[config.mk]
export PLATFORM = sky130hd
export DESIGN_NAME = md5_stream_sched
export DESIGN_NICKNAME = d
export VERILOG_FILES = /design/src/rtl/md5_sched_pkg.sv /design/src/rtl/md5_tag_delay.sv /design/src/rtl/md5_stream_sched.sv
export SDC_FILE = /design/constraint.sdc
export NUM_CORES = 2
export LEC_CHECK = 0
export ABC_AREA = 0
export BUFFER_PORTS_ARGS = -buffer_cell sky130_fd_sc_hd__buf_4
export CORE_AREA = 5 5 548 550
export DETAILED_ROUTE_END_ITERATION = 6
export DIE_AREA = 0 0 553 555
export SYNTH_ARGS = -nofsm -noshare
export SYNTH_HDL_FRONTEND = slang
export SYNTH_SLANG_ARGS = --single-unit
[constraint.sdc]
create_clock -name clk_i -period 5.3 [get_ports clk_i]
set_clock_uncertainty 0.2 [all_clocks]
set_input_delay 0.53 -clock clk_i [delete_from_list [all_inputs] [get_ports clk_i]]
set_output_delay 0.53 -clock clk_i [all_outputs]
set_load 0.01 [all_outputs]
[src/rtl/md5_sched_pkg.sv]
// md5_sched_pkg: shared constants, tag layout and feed-forward helpers for md5_stream_sched.
// Used by both the default build and the MD5_SCHED_STATS_EN build.
package md5_sched_pkg;

  localparam int SID_W_DFLT    = 2;
  localparam int PIPE_LAT_DFLT = 64;
  // Flag bits carried in every tag ahead of the stream id: valid, last.
  localparam int TAG_FLAG_W    = 2;

  localparam logic [31:0]  IV_A = 32'h67452301;
  localparam logic [31:0]  IV_B = 32'hefcdab89;
  localparam logic [31:0]  IV_C = 32'h98badcfe;
  localparam logic [31:0]  IV_D = 32'h10325476;
  localparam logic [127:0] IV   = {IV_A, IV_B, IV_C, IV_D};

  typedef struct packed {
    logic [31:0] a;
    logic [31:0] b;
    logic [31:0] c;
    logic [31:0] d;
  } md5_words_t;

  function automatic logic [127:0] pack_digest(input md5_words_t w);
    return {w.a, w.b, w.c, w.d};
  endfunction

  // Per-word modulo-2^32 sum of the chaining value and the core's round output.
  function automatic logic [127:0] ff_add(input md5_words_t chain, input md5_words_t rnd);
    md5_words_t s;
    s.a = chain.a + rnd.a;
    s.b = chain.b + rnd.b;
    s.c = chain.c + rnd.c;
    s.d = chain.d + rnd.d;
    return pack_digest(s);
  endfunction

endpackage

[src/rtl/md5_tag_delay.sv]
// md5_tag_delay: fixed-depth tag shift register that tracks blocks through the MD5 core.
// A synchronous reset empties the line so nothing in flight is ever retired.
module md5_tag_delay
  import md5_sched_pkg::*;
#(
  parameter int W     = SID_W_DFLT + TAG_FLAG_W,
  parameter int DEPTH = PIPE_LAT_DFLT
) (
  input  logic         clk_i,
  input  logic         rst_i,
  input  logic [W-1:0] tag_i,
  output logic [W-1:0] tag_o
);

  logic [W-1:0] line_q [DEPTH];

  always_ff @(posedge clk_i) begin
    if (rst_i) begin
      for (int i = 0; i < DEPTH; i++) line_q[i] <= '0;
    end else begin
      line_q[0] <= tag_i;
      for (int i = 1; i < DEPTH; i++) line_q[i] <= line_q[i-1];
    end
  end

  assign tag_o = line_q[DEPTH-1];

endmodule

[src/rtl/md5_stream_sched.sv]
// md5_stream_sched: interleaves up to 2**SID_W MD5 messages through a PIPE_LAT-deep core,
// keeps per-stream chaining state and emits digests. MD5_SCHED_STATS_EN adds stat counters.
module md5_stream_sched
  import md5_sched_pkg::*;
#(
  parameter int  SID_W     = SID_W_DFLT,
  parameter int  PIPE_LAT  = PIPE_LAT_DFLT,
  localparam int N_STREAMS = 2 ** SID_W
) (
  input  logic                 clk_i,
  input  logic                 rst_i,
  input  logic                 in_valid_i,
  output logic                 in_ready_o,
  input  logic [511:0]         in_data_i,
  input  logic [SID_W-1:0]     in_sid_i,
  input  logic                 in_first_i,
  input  logic                 in_last_i,
  output logic [511:0]         pipe_wb_o,
  output logic [31:0]          pipe_a0_o,
  output logic [31:0]          pipe_b0_o,
  output logic [31:0]          pipe_c0_o,
  output logic [31:0]          pipe_d0_o,
  input  logic [31:0]          pipe_a64_i,
  input  logic [31:0]          pipe_b64_i,
  input  logic [31:0]          pipe_c64_i,
  input  logic [31:0]          pipe_d64_i,
  output logic                 out_valid_o,
  output logic [SID_W-1:0]     out_sid_o,
  output logic [127:0]         out_digest_o,
  output logic [N_STREAMS-1:0] busy_o
`ifdef MD5_SCHED_STATS_EN
  ,
  output logic [31:0]          stat_blocks_o,
  output logic [31:0]          stat_digests_o,
  output logic [31:0]          stat_stalls_o
`endif
);

  localparam int TAG_W = SID_W + TAG_FLAG_W;

  typedef struct packed {
    logic             valid;
    logic             last;
    logic [SID_W-1:0] sid;
  } tag_t;

  logic [127:0]         ctx_q [N_STREAMS];
  logic [127:0]         ctx_d [N_STREAMS];
  logic [N_STREAMS-1:0] busy_q, busy_d;
  logic                 out_valid_q, out_valid_d;
  logic [SID_W-1:0]     out_sid_q, out_sid_d;
  logic [127:0]         out_digest_q, out_digest_d;

  logic                 accept;
  logic [127:0]         chain_in;
  logic [127:0]         exit_sum;
  tag_t                 tag_in;
  tag_t                 tag_out;
  logic [TAG_W-1:0]     tag_out_raw;

  assign in_ready_o = ~rst_i & ~busy_q[in_sid_i];
  assign accept     = in_valid_i & in_ready_o;
  assign chain_in   = in_first_i ? IV : ctx_q[in_sid_i];

  assign pipe_wb_o = accept ? in_data_i : '0;
  assign {pipe_a0_o, pipe_b0_o, pipe_c0_o, pipe_d0_o} = accept ? chain_in : '0;

  assign tag_in = {accept, in_last_i, in_sid_i};

  md5_tag_delay #(
    .W     (TAG_W),
    .DEPTH (PIPE_LAT)
  ) u_tag_delay (
    .clk_i (clk_i),
    .rst_i (rst_i),
    .tag_i (tag_in),
    .tag_o (tag_out_raw)
  );

  assign tag_out  = tag_out_raw;
  assign exit_sum = ff_add(ctx_q[tag_out.sid], {pipe_a64_i, pipe_b64_i, pipe_c64_i, pipe_d64_i});

  always_comb begin
    ctx_d        = ctx_q;
    busy_d       = busy_q;
    out_valid_d  = 1'b0;
    out_sid_d    = out_sid_q;
    out_digest_d = out_digest_q;
    if (tag_out.valid) begin
      ctx_d[tag_out.sid]  = exit_sum;
      busy_d[tag_out.sid] = 1'b0;
      if (tag_out.last) begin
        out_valid_d  = 1'b1;
        out_sid_d    = tag_out.sid;
        out_digest_d = exit_sum;
      end
    end
    // The exiting stream is still busy, so it can never collide with the accepted one.
    if (accept) begin
      ctx_d[in_sid_i]  = chain_in;
      busy_d[in_sid_i] = 1'b1;
    end
  end

  always_ff @(posedge clk_i) begin
    if (rst_i) begin
      for (int i = 0; i < N_STREAMS; i++) ctx_q[i] <= IV;
      busy_q       <= '0;
      out_valid_q  <= 1'b0;
      out_sid_q    <= '0;
      out_digest_q <= '0;
    end else begin
      ctx_q        <= ctx_d;
      busy_q       <= busy_d;
      out_valid_q  <= out_valid_d;
      out_sid_q    <= out_sid_d;
      out_digest_q <= out_digest_d;
    end
  end

  assign out_valid_o  = out_valid_q;
  assign out_sid_o    = out_sid_q;
  assign out_digest_o = out_digest_q;
  assign busy_o       = busy_q;

`ifdef MD5_SCHED_STATS_EN
  logic [31:0] stat_blocks_q, stat_digests_q, stat_stalls_q;

  always_ff @(posedge clk_i) begin
    if (rst_i) begin
      stat_blocks_q  <= '0;
      stat_digests_q <= '0;
      stat_stalls_q  <= '0;
    end else begin
      if (accept)                    stat_blocks_q  <= stat_blocks_q + 32'd1;
      if (out_valid_q)               stat_digests_q <= stat_digests_q + 32'd1;
      if (in_valid_i & ~in_ready_o)  stat_stalls_q  <= stat_stalls_q + 32'd1;
    end
  end

  assign stat_blocks_o  = stat_blocks_q;
  assign stat_digests_o = stat_digests_q;
  assign stat_stalls_o  = stat_stalls_q;
`endif

endmodule
# Yosys cells after proc, flatten, opt, wreduce, memory -nomap -nowiden
# Memories as Yosys holds them, arrays and structs flattened.
# Index checks and enable logic that the tools add are counted.
# totals
inputBits	647
reg_bits	647
word_cells	194
n_memories	1
mem_bits_rw	256
# classes
n_reduce_logical	6
n_mux	93
order_cmp	8
addsub	4
bitwise_logic	74
# mem_list
memory	depth	word_bits	rd	rd_ports_with_merged_regs	write_ports	line_no	rtl
u_tag_delay.line_q	64	4	64	0	64	md5_tag_delay.sv:15	logic [W-1:0] line_q [DEPTH];
# ops
operator	count
$mux W512	3
$bwmux W512	2
$mux W128	8
$bmux W128 S2	2
$demux W128 S2	2
$mux W4	66
$add A32 B32 Y32	4
$or A1 B1 Y1	64
$mux W1	7
$ge A3 B3 Y1 const B	2
$lt A2 B3 Y1 const B	2
$lt A3 B1 Y1 const B	2
$not A2 Y3	2
$and A4 B4 Y4	1
$demux W1 S2	2
$ge A2 B1 Y1 const B	2
$logic_and A1 B1 Y1	4
$not A4 Y4	1
$or A4 B4 Y4	1
$not A1 Y1	3
$and A1 B1 Y1	2
$bmux W1 S2	1
$reduce_and A2 Y1	1
$reduce_or A2 Y1	1

# Depth between registers and ports, before layout
# logic_depth
depth_word	9
depth_mapped	16
depth_no_buf	12

# By module
# Synthesis repeated with hierarchy kept, for this count alone.
# unflattened
hier_cells	6026
area_unflattened_um2	50942.6
# modules_own_cells
mod	seq_area_each_um2	instances	area_per_inst_um2	cells_each
md5_stream_sched	12952.4	1	44048.5	5482
md5_tag_delay	5124.9	1	6894.1	544

# Worst setup path before layout
# OpenSTA, ideal clock, no wires.
# synth_path
kind	register -> register
startpoint	mem u_tag_delay.line_q[0][252] in the netlist's numbering
endpoint	reg ctx_q[190] in the netlist's numbering
period_less_slack_ps	4790
required_ps	5005
stages_incl_launch_ff	15
t_arrival_ps	4495
setup_slack_ps	510
n_path_buf	3
cell_sequence	dfxtp_1 clkbuf_1 clkbuf_1 buf_1 mux4_2 ha_1 fa_1 a211oi_1 o21bai_1 a311oi_1 a21o_1 nand4_1 nand3_1 or3b_2 a221oi_1
# synth_rtl
item	line_no	rtl
start: declaration	md5_tag_delay.sv:15	
end signal: assignment	md5_stream_sched.sv:113	ctx_q <= ctx_d;
end: declaration	md5_stream_sched.sv:47	logic [127:0] ctx_q [N_STREAMS];

==> metrics.txt <==
most frequent cells in the layout=buf_4 (1512), dfxtp_1 (901), nand2_1 (662); EDFF count, synth=0; period utilisation layout=0.9417; Seq cells post-synth=903; synthesized area per cell=8.446 um^2; IO buf count=1422; Synth Instances=6106; Relative slew margins=0.1254; ys flop type=dfxtp_1; final slew viol count=0; Die Ht=555 um; register area share after synthesis=0.3505; post-DR wirelength/cell=42.07 um; FP Rows=200; first-pass GRT wire length=589.8 mm; Reg-to-Reg End=ctx_q[383]; DR pass1 iterations=6; status=finished, final reports clean; Cell Area, Synth=0.05157 mm^2; Startpoint Class=register; Worst R2R Start=u_tag_delay.line_q[0][252]; vias=57430; Synth cell types=100; Max Freq=200.4 MHz; Final min period=4991 ps; Worst-Margin Slew=1307 ps; dpl cell area=0.06633 mm^2; Critical Path AT=5360 ps; DRT iter0 DRCs=7365; Max FO, Critical Path=12; Initial Util=0.1747; Synth-to-Final Area Change=35.24%; DR DRC count=0; CTS sink cnt=903; syn nets=6881; CTS tree=done; register area=0.01808 mm^2; total CTS buffers=88; Routed Antenna Nets=0; r2r setup slk=310 ps; async set or reset register ratio after synthesis=0; type of the worst setup path=reg -> reg; core footprint=0.2953 mm^2; area of the multi-input gates=0.03111 mm^2; largest net degree at the start of global routing=204; Max Root-Sink Buffers=3; RSZ-0062 raised after global routing=false; MaxCap Viol Count=0; Placer Congestion=1.048; die width=553 um; number of global-route vias before repair=50760; Via density=5.085; final setup fails=0; Ports=1423; Min-Delay Path Class=in -> reg; commonest non-fill, non-tap cell in the layout=buf_4; Hold Crit Endpoint=ctx_q[479]; grt total ovfl=0; Peak VDD IR=0.3081 mV; Required @ worst endpoint=5670 ps; CTS clock-pin slew for the worst setup and hold paths=70 ps; GRT Overall Usage=0.2937; Critical Path End Type=register; H-tree depth=3; Resized cells post-CTS=0; Nets=7923; area leader, netlist=dfxtp_1; fraction of layout cells with a size suffix above 1=0.2818; hold path cells=4; R2R depth=11; final wirelength=475.1 mm; leakage=0.02909 uW; clk root buf=clkbuf_16; design area=0.06975 mm^2; filler cell count=32730; clk_lat worst skew=740 ps; antenna violations before repair=292; Synth Warn #=0; post-synth top area share=0.3505; ranking of synthesized cells by area=dfxtp_1 (35%), mux4_2 (11%), and3_1 (7.0%); worst hold start=pipe_b64_i[31]; PwrDens=246.6 mW/mm^2; die area=0.3069 mm^2; setup TNS=0 ps; dpl hpwl=394.2 mm; Final Hold Vio Count=0
cell type report:
cell class                      count  area share
Clock inverter                     39    0.007212
Timing Repair Buffer             1551      0.1732
Multi-Input combinational cell   4566      0.4460
Inverter                           38    0.002117
Sequential cell                   903      0.2593
Antenna cell                      133    0.004772
Clock buffer                      124     0.03669
Tap cell                         3939     0.07066
synth_stat cells, drive strengths merged (10+ instances only):
cell,count
o21a,18
a221oi,42
nand2,666
a2111oi,12
nand3b,13
a22oi,15
xor2,39
and2,30
o41ai,13
nor4,34
and4,13
xnor2,56
nor2b,303
nand2b,39
o221ai,11
a311oi,55
clkbuf,494
inv,38
a211oi,209
o2111ai,12
a32oi,19
mux4,255
o21ai,225
nor3,50
o211ai,81
dfxtp,903
mux2i,36
a21o,88
ha,124
a41oi,10
nand3,110
a211o,10
o21bai,21
nand4,35
buf,104
a31oi,61
a21oi,517
or2,14
or3,15
nor2,641
and3,582
flip-flops by register name, indices dropped and copies added (netlist names):
name	count
u_tag_delay.line_q	256
out_valid_o	1
ctx_q	512
out_sid_o	2
out_digest_o	128
busy_o	4
per-layer routing:
| metal | part of all wire | GRT usage | up-vias |
|---|---|---|---|
| met5 | 0.0014 | 0 | - |
| met3 | 0.16 | 0.1847 | 688 |
| li1 | - | - | 24380 |
| met1 | 0.40 | 0.3699 | 28400 |
| met4 | 0.069 | 0.1512 | 104 |
| met2 | 0.37 | 0.3794 | 3849 |
repair_timing:
action	in CTS	in global routing
endpoints found under the hold margin	20	0
hold buffers	2	0
buffers inserted	0	0
logic make-up (layout without fill, tap and decap cells):
family / count (synthesis) / after routing / synth area share
simple gates: 2585 / 2585 / 0.2492
compound gates: 1465 / 1465 / 0.1841
flops: 903 / 903 / 0.3505
buf+inv: 637 / 1752 / 0.04954
mux: 293 / 293 / 0.1189
fa+ha+maj: 128 / 128 / 0.03164
xor+xnor: 95 / 95 / 0.01613
other cells: 0 / 133 / 0
worst max-delay path, stage by stage, from the launching register on:
cell,delay (ps)
dfxtp_4,600
buf_4,360
mux4_2,540
ha_1,370
o21ai_0,150
o21ai_1,570
a31oi_1,270
a211oi_2,570
o211ai_1,200
and4_1,220
nor3_1,550
o221ai_1,200
per-stage QoR:
stage                 util  cells  setup slack [ps]  total power [uW]  hold slack [ps]
floorplan                -   6106             509.7              8416            213.8
global placement    0.2246  11000             464.6             10330            214.8
detailed placement  0.2246  11000             425.2             10320            221.2
CTS                 0.2351  11160             405.6             17200            124.7
global route        0.2359  11260             11.63             17680            180.4
finish              0.2362  11290             309.2             17200            173.4
worst max path at each step:
stage | to | slack [ps] | depth (start not counted) | start
floorplan | ctx_q[190] | 510 | 14 | u_tag_delay.line_q[0][252]
global placement | ctx_q[285] | 460 | 12 | u_tag_delay.line_q[0][252]
detailed placement | ctx_q[157] | 430 | 12 | u_tag_delay.line_q[0][252]
CTS | ctx_q[285] | 410 | 12 | u_tag_delay.line_q[0][252]
global route | ctx_q[415] | 10 | 12 | u_tag_delay.line_q[0][252]
finish | ctx_q[383] | 310 | 11 | u_tag_delay.line_q[0][252]
power breakdown:
part / switching [uW] / total, uW / internal, uW
clock: 3180 / 6940 / 3760
sequential: 49.7 / 6900 / 6850
combinational: 2230 / 3360 / 1130
total: 5460 / 17200 / 11700
No activity file was read; power rests on OpenSTA's default activity.
